==> src/rtl/prn_release_buffer.sv <==
// Retire-side release buffer: compacts stale PRNs from up to N retiring lanes into an
// in-order FIFO and drains them as free-list pushes bounded by the free list's spare room.
package prn_release_pkg;
    localparam int N           = 2;
    localparam int PRN_W       = 6;
    localparam int PHYS_REG_SZ = 64;
    localparam int FL_CTR_W    = $clog2(PHYS_REG_SZ + 1);

    typedef struct packed {
        logic             valid;
        logic [PRN_W-1:0] prn;
    } free_list_packet_t;
endpackage

module prn_release_buffer
    import prn_release_pkg::*;
#(
    parameter int DEPTH   = 16,
    parameter int FL_SIZE = PHYS_REG_SZ
) (
    input  logic                         clock,
    input  logic                         reset,
    input  free_list_packet_t [N-1:0]    retire_packet,
    input  logic [FL_CTR_W-1:0]          fl_counter,
    output free_list_packet_t [N-1:0]    push_packet,
    output logic                         retire_ready,
    output logic [$clog2(DEPTH+1)-1:0]   count,
    output logic                         overflow
);
    localparam int CNT_W = $clog2(DEPTH + 1);
    localparam int IDX_W = (DEPTH > 1) ? $clog2(DEPTH) : 1;
    localparam int W     = CNT_W + 1;
    localparam int AW    = (FL_CTR_W + 1 > W) ? FL_CTR_W + 1 : W;
    localparam logic [W-1:0]  DEPTH_W   = W'(DEPTH);
    localparam logic [W-1:0]  N_W       = W'(N);
    localparam logic [AW-1:0] FL_SIZE_A = AW'(FL_SIZE);

    // Handshake: retire_ready high means every lane presented at the next edge is accepted;
    // push_packet has no ready of its own, downstream room is conveyed through fl_counter.

    logic [PRN_W-1:0] fifo_q [DEPTH];
    logic [IDX_W-1:0] head_q;
    logic [IDX_W-1:0] tail_q;
    logic [CNT_W-1:0] count_q;
    logic             overflow_q;

    // base + off modulo DEPTH; off never exceeds DEPTH so one correction suffices
    function automatic logic [IDX_W-1:0] wrap_add(input logic [IDX_W-1:0] base,
                                                  input logic [W-1:0]     off);
        logic [W:0] s;
        s = (W+1)'(base) + {1'b0, off};
        if (s >= {1'b0, DEPTH_W}) s = s - {1'b0, DEPTH_W};
        return s[IDX_W-1:0];
    endfunction

    logic [W-1:0]     free_w;
    logic [W-1:0]     acc_n;
    logic [W-1:0]     k_n;
    logic [N-1:0]     wr_en;
    logic [IDX_W-1:0] wr_idx [N];
    logic             drop;
    logic [AW-1:0]    fl_space;
    logic [AW-1:0]    lim;

    assign free_w = DEPTH_W - W'(count_q);

    // Valid lanes claim slots in ascending order, so the highest lanes are the ones dropped
    always_comb begin
        acc_n = '0;
        wr_en = '0;
        drop  = 1'b0;
        for (int i = 0; i < N; i++) begin
            wr_idx[i] = '0;
            if (retire_packet[i].valid) begin
                if (acc_n < free_w) begin
                    wr_en[i]  = 1'b1;
                    wr_idx[i] = wrap_add(tail_q, acc_n);
                    acc_n     = acc_n + W'(1);
                end else begin
                    drop = 1'b1;
                end
            end
        end
    end

    always_comb begin
        fl_space = (AW'(fl_counter) >= FL_SIZE_A) ? '0 : FL_SIZE_A - AW'(fl_counter);
        lim      = (W'(count_q) < N_W) ? AW'(count_q) : AW'(N_W);
        k_n      = (fl_space < lim) ? W'(fl_space) : W'(lim);
    end

    always_comb begin
        for (int i = 0; i < N; i++) begin
            push_packet[i] = '0;
            if (W'(i) < k_n) begin
                push_packet[i].valid = 1'b1;
                push_packet[i].prn   = fifo_q[wrap_add(head_q, W'(i))];
            end
        end
    end

    always_ff @(posedge clock or negedge reset) begin
        if (!reset) begin
            head_q     <= '0;
            tail_q     <= '0;
            count_q    <= '0;
            overflow_q <= 1'b0;
        end else begin
            head_q     <= wrap_add(head_q, k_n);
            tail_q     <= wrap_add(tail_q, acc_n);
            count_q    <= CNT_W'(W'(count_q) + acc_n - k_n);
            overflow_q <= overflow_q | drop;
        end
    end

    // Storage needs no reset: head/tail/count decide which slots are meaningful
    always_ff @(posedge clock) begin
        for (int i = 0; i < N; i++) begin
            if (wr_en[i]) fifo_q[wr_idx[i]] <= retire_packet[i].prn;
        end
    end

    assign retire_ready = (free_w >= N_W);
    assign count        = count_q;
    assign overflow     = overflow_q;

endmodule

==> config.mk <==
export PLATFORM = sky130hd
export DESIGN_NAME = prn_release_buffer
export DESIGN_NICKNAME = d
export VERILOG_FILES = /design/src/rtl/prn_release_buffer.sv
export SDC_FILE = /design/constraint.sdc
export NUM_CORES = 1
export LEC_CHECK = 0
export ABC_AREA = 0
export BUFFER_PORTS_ARGS = -buffer_cell sky130_fd_sc_hd__buf_2
export CAP_MARGIN = 20
export CORE_MARGIN = 2
export CORE_UTILIZATION = 54
export CTS_CLUSTER_DIAMETER = 30
export DETAILED_ROUTE_END_ITERATION = 12
export GPL_ROUTABILITY_DRIVEN = 0
export HOLD_SLACK_MARGIN = 0.12
export PLACE_DENSITY = 0.75
export SYNTH_ARGS = -nofsm -noshare
export SYNTH_HDL_FRONTEND = slang
export SYNTH_SLANG_ARGS = --single-unit
==> constraint.sdc <==
create_clock -name clock -period 5.4 [get_ports clock]
set_input_delay 0.54 -clock clock [delete_from_list [all_inputs] [get_ports clock]]
set_output_delay 0.54 -clock clock [all_outputs]
set_load 0.02 [all_outputs]
==> run metrics <==
ys async rst share=12.7%; simple-gate area share of the yosys netlist=6.83%; run status=finished clean; post-synthesis register bit count=110; largest net degree at the start of global routing=51; Post-DP HPWL=13.6 mm; routed len/inst=24.7 µm; post-route core utilization=60.2%; Top Metal Used=met4; Area Overhead vs Synth=8.35%; CP arrival=4570 ps; drt pass-1 iters=5; Setup violations, final=0; PostCTS Resize Cnt=0; crit path cell chain=buf_2, inv_1, ha_1, nor3b_1, mux2i_1, inv_1, ha_1, nand4_1, a31oi_1, nor2_1, a21o_1, fa_1, fa_1, a21o_1, a21oi_1, xnor2_1, xnor2_1; fin crit share=79.5%; # port buffers=43; Max H-tree Level=3; number of max-cap violations=0; Clk Latency, worst-skew pair=360 ps; post-synthesis compound-gate area fraction=9.38%; Synth Area in XOR/XNOR=2.12%; vias per cell=6.59; Final Hold Viols=0; Post-synth top cells=edfxtp_1, mux2_2, mux4_2; wire length on met3=1.20 mm; die footprint=15300 µm²; Storage cell area=3230 µm²; Final Routed Wirelength=18.7 mm; CP required=5680 ps; Main synth FF type=edfxtp_1; setup TNS=0 ps; first-pass GRT wire length=28.3 mm; Syn Std Cell Area=7740 µm²; Antenna diodes=0; pins over their slew limit=0; Max VDD drop=0.292 mV; Inserted Clock Buffers=9; Post-Synth Adder-Cell Area=4.92%; slowest cell on the critical path=fa_1; family with the most delay on the worst path=adder cells; Setup Skew=8.96 ps; RSZ-0062 raised after global routing=false; Final min period=4290 ps; Fillers=1060; initial antenna violation count=0; Worst path max stage delay=510 ps; Chip Height=124 µm; share of layout cells above drive strength 1=43.3%; multi-input logic area=4240 µm²; post-synthesis mux area share=31.3%; Initial DRC Count=364; clk sink count=110; Crit. End Element=register; Chip Width=124 µm; sequential area share after synthesis=41.8%; kind of critical path=in2reg; main combinational cell family by area after synthesis=multiplexers; worst-path fanout max=6; vias post-DR=4992; Yosys top cell area share=37.3%; Max Fclk=0.233 GHz; Post-Syn Instances=543; PwrDens=601 nW/µm²; top post-synthesis cells by area=edfxtp_1, mux4_2, mux2_2, mux2_4, dfrtp_1; CTS tree=done; Slew @ Worst Pin=1080 ps; synth unique cells=52; Nets=623; P_leak=3.08 nW; worst hold path class=in2reg; Design Power=5.04 mW; Starting Density=55.5%; cell with the most instances after synthesis=edfxtp_1; Rows=43; Crit path buffers/inverters=3; CTS max path bufs=2; Critical Path Start Type=primary input; Mapped Avg Cell Area=14.2 µm²; Remaining DRCs=0; DRT antenna net count=0; GRT Util Overall=25.5%; Post-synth EDFFs=96; CORE AREA=13900 µm²; Root Buffer=clkbuf_16; Ports=44; Met2 Wirelength=9.40 mm; M1 WL=7.74 mm; clk slew on worst S/H paths=70 ps; GRT Residual Overflow=0; max_slew headroom=27.8%; Yosys Warn Count=0; vias in the first global route=4955; area leader, netlist=edfxtp_1
## final timing paths
path,from,to,slack (ps),cells after the start
max in group asynchronous,reset,head_q[0],4480,2
min in group asynchronous,reset,overflow,630,2
hold / removal,retire_packet[6],overflow,440,3
setup / recovery,fl_counter[0],count[4],1110,17
hold reg to reg,overflow,overflow,490,2
setup reg to reg,count[0],fifo_q[14][3],1220,13
## metal layers
layer | track usage [%] | up-vias
li1 | - | 2205
met4 | 6.89 | 0
met2 | 42.7 | 189
met3 | 4.53 | 32
met1 | 34.6 | 2566
met5 | 0 | -
## placed cells by master (no fill, tap or decap), types with 3 or more instances in the layout
master / n
a22o_1: 6
xnor2_1: 8
xor2_1: 7
dfrtp_1: 13
mux2_4: 24
clkbuf_16: 9
a31o_2: 5
o21ai_0: 7
buf_4: 8
nor3_2: 3
buf_2: 43
mux4_2: 48
nand4_1: 4
a21oi_4: 18
mux2i_1: 9
and2_1: 3
ha_1: 24
inv_1: 21
a221oi_1: 6
conb_1: 3
edfxtp_1: 96
fa_1: 4
nor2b_1: 11
nor2_1: 12
nand2_1: 16
nor3_1: 18
a21o_1: 5
nand3_1: 19
a41o_1: 12
a21oi_1: 7
mux2_2: 77
## state kept, by name, indices dropped and copies added (netlist names)
| signal | count |
|---|---|
| overflow | 1 |
| count | 5 |
| head_q | 4 |
| tail_q | 4 |
| fifo_q | 96 |
## worst register-to-register path, stage by stage (launching register included)
cell and delay, ps:
dfrtp_1 580, inv_1 170, ha_1 260, nor2b_1 160, a21oi_2 190, o21ai_4 90, a21oi_4 460, ha_1 320
ha_1 230, xor2_1 190, and2_1 240, nand3_1 140, a21oi_4 360, a41o_1 440
## power breakdown
part | internal, mW | switching [mW]
Combinational | 1.27 | 1.69
Clock | 0.371 | 0.333
Sequential | 1.19 | 0.186
Total | 2.83 | 2.21
## final cells by class
| type | count | area share, % |
|---|---|---|
| tap | 180 | 2.69 |
| inverter | 21 | 0.940 |
| clock inverter | 7 | 1.09 |
| timing repair buffer | 52 | 3.40 |
| multi-input combinational | 378 | 50.6 |
| sequential | 110 | 38.6 |
| clock buffer | 9 | 2.69 |
## kinds of logic after synthesis
family / Yosys count
AOI/OAI and AO/OA: 74
xor gates and xnor gates: 17
adders and majority gates: 28
buffers and inverters: 57
DFF: 110
muxes: 160
other: 1
and+or+nand+nor: 96
## timing repair
action | CTS | global route
buffers inserted | 0 | 0
hold buffers | 1 | 0
hold endpoints to repair | 14 | 0
## per-stage QoR
stage                     setup slack [ps]  hold WS, ps  instance area [µm²]  cells
after global routing                   886          480                 8380    757
after CTS                             1110          434                 8380    757
after detailed placement               751          463                 8060    740
final                                 1110          437                 8380    757
after floorplan                       1250          244                 7740    545
after global placement                 976          464                 8060    740
No activity file was read; power rests on OpenSTA's default activity.
